$ cat src/rtl/uart_csr_bank.sv
// ---------------------------------------------------------------------------
// uart_csr_bank
//   Configuration and status register bank for NUM_CH UART channels on the
//   bus2ip bus. Each channel has a baud divisor, frame control, self-timed
//   RX/TX FIFO reset pulses and a live FIFO status view. When the optional
//   interrupt feature is built in, each channel also has sticky rising-edge
//   event flags, per-event enables and one level interrupt.
//
//   Optional feature macro: UART_CSR_IRQ_EN
//     defined   : ISTS/IEN/IPEND registers, edge capture and irq_o are built
//     undefined : offsets 0x4-0x6 read 0 and ignore writes, irq_o is 0
//
// Ports
//   bus2ip_clk      single clock
//   bus2ip_rst_n    synchronous active-low reset
//   bus2ip_addr_i   [15:12] bank, [11:4] channel, [3:0] register offset
//   bus2ip_data_i   write data
//   bus2ip_rd_ce_i  read strobe
//   bus2ip_wr_ce_i  write strobe, one write per asserted cycle
//   ip2bus_data_o   combinational read data (0 when not a hitting read)
//   fifo_status_i   9 status bits per channel
//   baud_config_o   16-bit divisor per channel
//   frame_ctrl_o    {parity_odd,parity_en,msb_first,start_polarity} per ch
//   rx_fifo_rst_o   RX FIFO reset pulse per channel
//   tx_fifo_rst_o   TX FIFO reset pulse per channel
//   irq_o           registered interrupt level per channel
// ---------------------------------------------------------------------------
module uart_csr_bank #(
  parameter logic [3:0]  BASEADDR      = 4'h0,
  parameter int          NUM_CH        = 2,
  parameter logic [15:0] BAUD_RST      = 16'd68,
  parameter int          RST_PULSE_LEN = 2
) (
  input  logic                  bus2ip_clk,
  input  logic                  bus2ip_rst_n,
  input  logic [15:0]           bus2ip_addr_i,
  input  logic [15:0]           bus2ip_data_i,
  input  logic                  bus2ip_rd_ce_i,
  input  logic                  bus2ip_wr_ce_i,
  output logic [15:0]           ip2bus_data_o,
  input  logic [NUM_CH*9-1:0]   fifo_status_i,
  output logic [NUM_CH*16-1:0]  baud_config_o,
  output logic [NUM_CH*4-1:0]   frame_ctrl_o,
  output logic [NUM_CH-1:0]     rx_fifo_rst_o,
  output logic [NUM_CH-1:0]     tx_fifo_rst_o,
  output logic [NUM_CH-1:0]     irq_o
);

  localparam logic [3:0] OFS_BAUD  = 4'h0;
  localparam logic [3:0] OFS_CTRL  = 4'h1;
  localparam logic [3:0] OFS_FRST  = 4'h2;
  localparam logic [3:0] OFS_STAT  = 4'h3;
  localparam logic [3:0] OFS_IEN   = 4'h4;
  localparam logic [3:0] OFS_ISTS  = 4'h5;
  localparam logic [3:0] OFS_IPEND = 4'h6;

  localparam logic [8:0] NUM_CH_L  = 9'(NUM_CH);
  localparam logic [3:0] PULSE_LEN = 4'(RST_PULSE_LEN);

  logic               bank_hit_s;
  logic [3:0]         ofs_s;
  logic [NUM_CH-1:0]  ch_sel_s;
  logic [15:0]        ch_rd_s [NUM_CH];
  logic [15:0]        rd_data_s;

  assign ofs_s      = bus2ip_addr_i[3:0];
  // Channel field is compared at full 8-bit width so aliased indices miss.
  assign bank_hit_s = (bus2ip_addr_i[15:12] == BASEADDR) &&
                      ({1'b0, bus2ip_addr_i[11:4]} < NUM_CH_L);

  for (genvar gi = 0; gi < NUM_CH; gi++) begin : g_ch
    logic        wr_s;
    logic [8:0]  st_s;
    logic [15:0] baud_q, baud_d;
    logic [3:0]  ctrl_q, ctrl_d;
    logic [3:0]  rx_cnt_q, rx_cnt_d;
    logic [3:0]  tx_cnt_q, tx_cnt_d;
    logic        rx_rst_q, tx_rst_q;
    logic [8:0]  ien_rd_s, ists_rd_s;
    logic [15:0] rd_s;

    assign ch_sel_s[gi] = bank_hit_s && (bus2ip_addr_i[11:4] == 8'(gi));
    assign wr_s         = bus2ip_wr_ce_i && ch_sel_s[gi];
    assign st_s         = fifo_status_i[9*gi +: 9];

    // Next state for configuration registers and FIFO reset pulse counters.
    always_comb begin
      baud_d   = baud_q;
      ctrl_d   = ctrl_q;
      rx_cnt_d = (rx_cnt_q != 4'd0) ? (rx_cnt_q - 4'd1) : 4'd0;
      tx_cnt_d = (tx_cnt_q != 4'd0) ? (tx_cnt_q - 4'd1) : 4'd0;
      if (wr_s) begin
        case (ofs_s)
          OFS_BAUD: baud_d = bus2ip_data_i;
          OFS_CTRL: ctrl_d = bus2ip_data_i[3:0];
          OFS_FRST: begin
            // A set bit (re)loads the counter, so a rewrite extends the pulse.
            rx_cnt_d = bus2ip_data_i[0] ? PULSE_LEN : rx_cnt_d;
            tx_cnt_d = bus2ip_data_i[1] ? PULSE_LEN : tx_cnt_d;
          end
          default: begin
            baud_d = baud_q;
          end
        endcase
      end else begin
        baud_d = baud_q;
      end
    end

    // Configuration registers, pulse counters and registered pulse outputs.
    always_ff @(posedge bus2ip_clk) begin
      if (!bus2ip_rst_n) begin
        baud_q   <= BAUD_RST;
        ctrl_q   <= 4'h0;
        rx_cnt_q <= 4'd0;
        tx_cnt_q <= 4'd0;
        rx_rst_q <= 1'b0;
        tx_rst_q <= 1'b0;
      end else begin
        baud_q   <= baud_d;
        ctrl_q   <= ctrl_d;
        rx_cnt_q <= rx_cnt_d;
        tx_cnt_q <= tx_cnt_d;
        // Output lags the counter by one edge: high exactly PULSE_LEN cycles.
        rx_rst_q <= (rx_cnt_q != 4'd0);
        tx_rst_q <= (tx_cnt_q != 4'd0);
      end
    end

`ifdef UART_CSR_IRQ_EN
    logic [8:0] stat_q;
    logic [8:0] ien_q, ien_d;
    logic [8:0] ists_q, ists_d;
    logic [8:0] w1c_s, rise_s;
    logic       irq_q;

    assign rise_s = st_s & ~stat_q;

    // Interrupt enable / sticky status next state; a new rise beats a W1C.
    always_comb begin
      ien_d = ien_q;
      w1c_s = 9'h000;
      if (wr_s) begin
        case (ofs_s)
          OFS_IEN:  ien_d = bus2ip_data_i[8:0];
          OFS_ISTS: w1c_s = bus2ip_data_i[8:0];
          default:  w1c_s = 9'h000;
        endcase
      end else begin
        w1c_s = 9'h000;
      end
      ists_d = (ists_q & ~w1c_s) | rise_s;
    end

    // Edge-detect history, interrupt registers and registered irq level.
    always_ff @(posedge bus2ip_clk) begin
      if (!bus2ip_rst_n) begin
        stat_q <= 9'h000;
        ien_q  <= 9'h000;
        ists_q <= 9'h000;
        irq_q  <= 1'b0;
      end else begin
        stat_q <= st_s;
        ien_q  <= ien_d;
        ists_q <= ists_d;
        irq_q  <= |(ists_d & ien_d);
      end
    end

    assign ien_rd_s  = ien_q;
    assign ists_rd_s = ists_q;
    assign irq_o[gi] = irq_q;
`else
    assign ien_rd_s  = 9'h000;
    assign ists_rd_s = 9'h000;
    assign irq_o[gi] = 1'b0;
`endif

    // Per-channel read mux by register offset.
    always_comb begin
      case (ofs_s)
        OFS_BAUD:  rd_s = baud_q;
        OFS_CTRL:  rd_s = {12'h000, ctrl_q};
        OFS_STAT:  rd_s = {7'h00, st_s};
        OFS_IEN:   rd_s = {7'h00, ien_rd_s};
        OFS_ISTS:  rd_s = {7'h00, ists_rd_s};
        OFS_IPEND: rd_s = {7'h00, ists_rd_s & ien_rd_s};
        default:   rd_s = 16'h0000;
      endcase
    end

    assign ch_rd_s[gi]                = rd_s;
    assign baud_config_o[16*gi +: 16] = baud_q;
    assign frame_ctrl_o[4*gi +: 4]    = ctrl_q;
    assign rx_fifo_rst_o[gi]          = rx_rst_q;
    assign tx_fifo_rst_o[gi]          = tx_rst_q;
  end

  // Combine channel read data; at most one channel is selected.
  always_comb begin
    rd_data_s = 16'h0000;
    for (int c = 0; c < NUM_CH; c++) begin
      rd_data_s = rd_data_s | (ch_rd_s[c] & {16{bus2ip_rd_ce_i & ch_sel_s[c]}});
    end
  end

  assign ip2bus_data_o = rd_data_s;

endmodule

$ cat config.mk
export PLATFORM = sky130hd
export DESIGN_NAME = uart_csr_bank
export DESIGN_NICKNAME = d
export VERILOG_FILES = /design/src/rtl/uart_csr_bank.sv
export SDC_FILE = /design/constraint.sdc
export NUM_CORES = 1
export LEC_CHECK = 0
export CORE_MARGIN = 8
export CORE_UTILIZATION = 43
export DETAILED_ROUTE_END_ITERATION = 10
export GPL_ROUTABILITY_DRIVEN = 0
export PLACE_DENSITY = 0.8
export SLEW_MARGIN = 40
export SYNTH_ARGS = -nofsm -noshare
export SYNTH_HDL_FRONTEND = slang
export SYNTH_SLANG_ARGS = --single-unit
$ cat constraint.sdc
create_clock -name bus2ip_clk -period 2.04 [get_ports bus2ip_clk]
set_input_delay 0.408 -clock bus2ip_clk [delete_from_list [all_inputs] [get_ports bus2ip_clk]]
set_output_delay 0.408 -clock bus2ip_clk [all_outputs]
set_load 0.01 [all_outputs]
After elaboration in Yosys (flattened, before gate mapping)
Cells that the tools add are included.
Operators by class
  $add $sub $neg: 4
  $lt $le $gt $ge: 1
  equality and inequality tests: 4
  mux-type cells: 18
  bitwise operators: 5
  reduce and logical (&&, ||, !) cells: 16
Operators by type and width (count)
  $pmux 16 s3: 2
  $mux 4: 16
  $and 16x16->16: 2
  $or 16x16->16: 1
  $reduce_bool 4->1: 4
  $sub 4x1->4 const B: 4
  $eq 4x2->1 const B: 2
  $eq 8x1->1 const B: 1
  $logic_not 4->1: 2
  $logic_not 8->1: 1
  $lt 8x2->1 const B: 1
  $reduce_and 2->1: 4
  $logic_and 1x1->1: 5
  $eq 4x1->1 const B: 1
  $and 1x1->1: 2
Word-level totals
  bits in registers: 60
  input port bits: 54
  output and inout port bits: 62

Logic depth before layout (Yosys ltp)
  word-level depth: 6
  gate-level depth with buffers: 6

Worst setup path before layout
OpenSTA, ideal clock, no wires.
  path kind: input -> output
  start point: in bus2ip_addr_i[13]
  end point: out ip2bus_data_o[0]
  data arrival time: 1.629 ns
  data required time: 1.632 ns
  slack: 0.003 ns
  stages: 5
  cells stage by stage: nor4_4 -> and4b_2 -> buf_2 -> nand2_1 -> o22ai_1
Between the ends
  cells in the longest elaborated chain, start to end: 6
  elaborated cells between the ends (all ways): 9
Ends and longest elaborated chain
  from (decl): line 36  | input logic [15:0] bus2ip_addr_i,
  $logic_not 4->1 *: line 68  | assign bank_hit_s = (bus2ip_addr_i[15:12] == BASEADDR) &&
  $logic_and 1x1->1 *: line 68
  $logic_and 1x1->1: line 82  | assign ch_sel_s[gi] = bank_hit_s && (bus2ip_addr_i[11:4] == 8'(gi));
  $and 1x1->1: line 203  | rd_data_s = rd_data_s | (ch_rd_s[c] & {16{bus2ip_rd_ce_i & ch_sel_s[c]}});
  $and 16x16->16: line 203
  $or 16x16->16 *: line 203
  to (decl): line 40  | output logic [15:0] ip2bus_data_o,
Mark *: on every way between the ends. The rest lies on a longest branch, timed or not.

Worst setup path after layout
  start point: in bus2ip_addr_i[13]
  end point: out ip2bus_data_o[15]
Same word-level chain as after synthesis.

==> flow_metrics.tcl <==
set metrics [dict create \
    yosysSeqAreaShare 0.417 \
    cap_violations 0 \
    port_buffers 113 \
    fp.dieW_um 97.8 \
    rrSetupSlack_ns 0.76 \
    dp_slack_ns -0.835 \
    top_layer "met4" \
    fin_crit_ns 2.09 \
    synth_cell_types 40 \
    dr_total_vias 3008 \
    finalNetCount 518 \
    power.internal_w 0.00227 \
    grt_pass1_vias 3140 \
    viasPerCell 5.48 \
    min_to "g_ch[1].tx_cnt_q[3]" \
    finalWirelength_um 10100 \
    max_freq_mhz 479 \
    final_common_cell "clkdlybuf4s50_1" \
    grt_overflow 0 \
    yosysWarnings 0 \
    ir_drop_v 0.000439 \
    holdCritStartpoint "g_ch[1].tx_cnt_q[3]" \
    ctsHtreeMaxLevel 3 \
    violations "setup timing" \
    path_clk_slew_ns 0.06 \
    worstPathArrival_ns 1.68 \
    drive_gt1_frac 0.307 \
    coreArea_um2 6640 \
    drc 0 \
    drt-initial-drc-count 102 \
    netlist_area_um2 2880 \
    synthCells 318 \
    dr_wl_met3_um 514 \
    die_y_um 97.8 \
    area_delta_synth_final_pct 65.8 \
    crit_family "simple AND/OR/NAND/NOR gates" \
    cts.path.max_buffers 2 \
    crit_path_frequent_cell "buf_6" \
    crit_buf_inv 3 \
    final_cell_mix "clkdlybuf4s50_1, dfxtp_1, nand2_1, mux2i_1, buf_4" \
    cts_tree "built" \
    setup_viol 9 \
    max_stage_delay_ns 0.33 \
    reg2reg_to "g_ch[1].tx_cnt_q[0]" \
    finalHoldViolCount 0 \
    antenna_found_initial 0 \
    firstDrtPassIters 4 \
    met1_length_um 4010 \
    grt_usage 0.199 \
    start_util 0.434 \
    worst_slack_ns -0.0496 \
    r2r_start "g_ch[1].tx_cnt_q[0]" \
    io_pins 116 \
    cts_hold_buffers 0 \
    cellPowerDensity_nw_per_um2 637 \
    clock_latency_ns 0.34 \
    cp_max_fo 7 \
    syn_area_per_cell_um2 9.06 \
    finClkSkew_ns 0.00740 \
    path_class "input pin to output port" \
    p_seq_frac 0.436 \
    worstPathRequired_ns 1.63 \
    start_kind "input pin" \
    cts_buffers 9 \
    row_count 30 \
    clock-sinks 60 \
    timing_max_transition_violations_final 0 \
    grt_max_degree 70 \
    synth_seq_cells 60 \
    finalCritPeriodShare 1.02 \
    wire_per_inst_um 18.3 \
    hp-class "flip-flop to flip-flop" \
    crit_cells 7 \
    grt_pass1_wl_um 15400 \
    reg2reg_depth 3 \
    instances_no_fill 549 \
    rsz0062_at_grt "yes" \
    combPwrFrac 0.177 \
    hpwl_um 6610 \
    fillCellCount 486 \
    fin_total_pwr_w 0.00304 \
    worstPathCellList "buf_6, nor4_4, and4b_2, buf_6, nand3_2, a21oi_2, buf_2" \
    critPathCaptureType "output port" \
    switching_share 0.254 \
    ctsRootBufferMaster "clkbuf_8" \
    dieArea_um2 9570 \
    whs_path_depth 2 \
    dp.cells 517 \
    antenna_left 0 \
    netSwitchingPower_w 0.000773 \
    clockPowerShare 0.387 \
    slowest_stage "and4b_2" \
    status "complete, but fails checks" \
    wl_met2_um 5160 \
    antenna_cells 0 \
    leakagePower_nw 1.94 \
]
==> area by class of cell <==
cell class,count,area [µm²],area share
inverter,3,11.3,0.00236
sequential,60,1200,0.252
multi-input combinational,230,1730,0.362
clock buffer,11,141,0.0296
timing repair buffer,160,1520,0.318
tap,80,100,0.0210
clock inverter,5,75.1,0.0157
==> power by group through the flow <==
stage | Sequential [W] | Clock (W) | Combinational, W
2_1_floorplan | 0.00133 | 0 | 0.000290
3_3_place_gp | 0.00134 | 0 | 0.000482
3_5_place_dp | 0.00135 | 0 | 0.000498
4_1_cts | 0.00132 | 0.00119 | 0.000526
5_1_grt | 0.00134 | 0.00125 | 0.000589
6_report | 0.00133 | 0.00118 | 0.000539
==> sequential cells by signal, indices dropped and copies added, names as in the netlist <==
signal         flops
g_ch.baud_q       32
g_ch.ctrl_q        8
g_ch.rx_cnt_q      8
g_ch.tx_cnt_q      8
g_ch.rx_rst_q      2
g_ch.tx_rst_q      2
==> Yosys cell counts, drive strengths merged <==
master	n	area share
nor3	4	0.0070
nand4b	2	0.0061
inv	3	0.0039
nor4	3	0.017
o21a	4	0.010
nor2	14	0.021
mux2	8	0.031
dfxtp	60	0.42
or2	5	0.011
clkbuf	12	0.016
buf	14	0.037
nand2	57	0.074
and4b	1	0.0039
nor2b	6	0.013
conb	1	0.0013
nand4	4	0.011
nand3	16	0.028
or3	4	0.0087
and4	3	0.0096
a22oi	18	0.047
nand3b	1	0.0026
and2	1	0.0022
o22ai	9	0.020
a211oi	2	0.0052
o21ai	10	0.017
mux2i	40	0.14
nor4b	3	0.017
a21oi	11	0.019
a21boi	2	0.0052
==> metal layers <==
metal / GRT usage / vias up
met2: 0.350 / 92
met5: 0 / -
met4: 0.116 / 0
met1: 0.210 / 1464
met3: 0.0484 / 26
li1: - / 1426
==> worst register-to-register path: stages, from the launching register on <==
cell,delay [ns]
dfxtp_1,0.35
or3_1,0.42
o21ai_0,0.31
nor3_1,0.09
==> worst max path at each step <==
stage               slack [ns]           endpoint              start
finish                   -0.05  ip2bus_data_o[15]  bus2ip_addr_i[13]
global route             -0.10  ip2bus_data_o[13]  bus2ip_addr_i[13]
CTS                      -0.03  ip2bus_data_o[11]  bus2ip_addr_i[14]
detailed placement       -0.83   ip2bus_data_o[6]   bus2ip_addr_i[7]
global placement         -0.81   ip2bus_data_o[7]   bus2ip_addr_i[7]
floorplan                0.003   ip2bus_data_o[0]  bus2ip_addr_i[13]
==> cells by family after synthesis <==
group           share of synthesized area
compound gates                      0.124
mux                                 0.170
other cells                       0.00130
flops                               0.417
simple gates                        0.231
buf+inv                            0.0565
==> per-stage QoR <==
| stage | hold WS [ns] | instance area, µm² | utilization | TNS [ns] |
|---|---|---|---|---|
| after global placement | 0.440 | 4250 | 0.640 | -24.94 |
| after CTS | 0.466 | 4650 | 0.700 | -0.102 |
| final | 0.467 | 4780 | 0.719 | -0.196 |
| after global routing | 0.488 | 4780 | 0.719 | -0.889 |
| after detailed placement | 0.455 | 4250 | 0.640 | -25.57 |
| after floorplan | 0.428 | 2880 | - | 0 |
==> what timing repair did <==
item,CTS,global route
resized for setup,143,31
pin swaps,21,17
buffers inserted,10,2
endpoints found under the setup margin,33,22
gates cloned,3,1
Power figures use the tool's default switching activity.
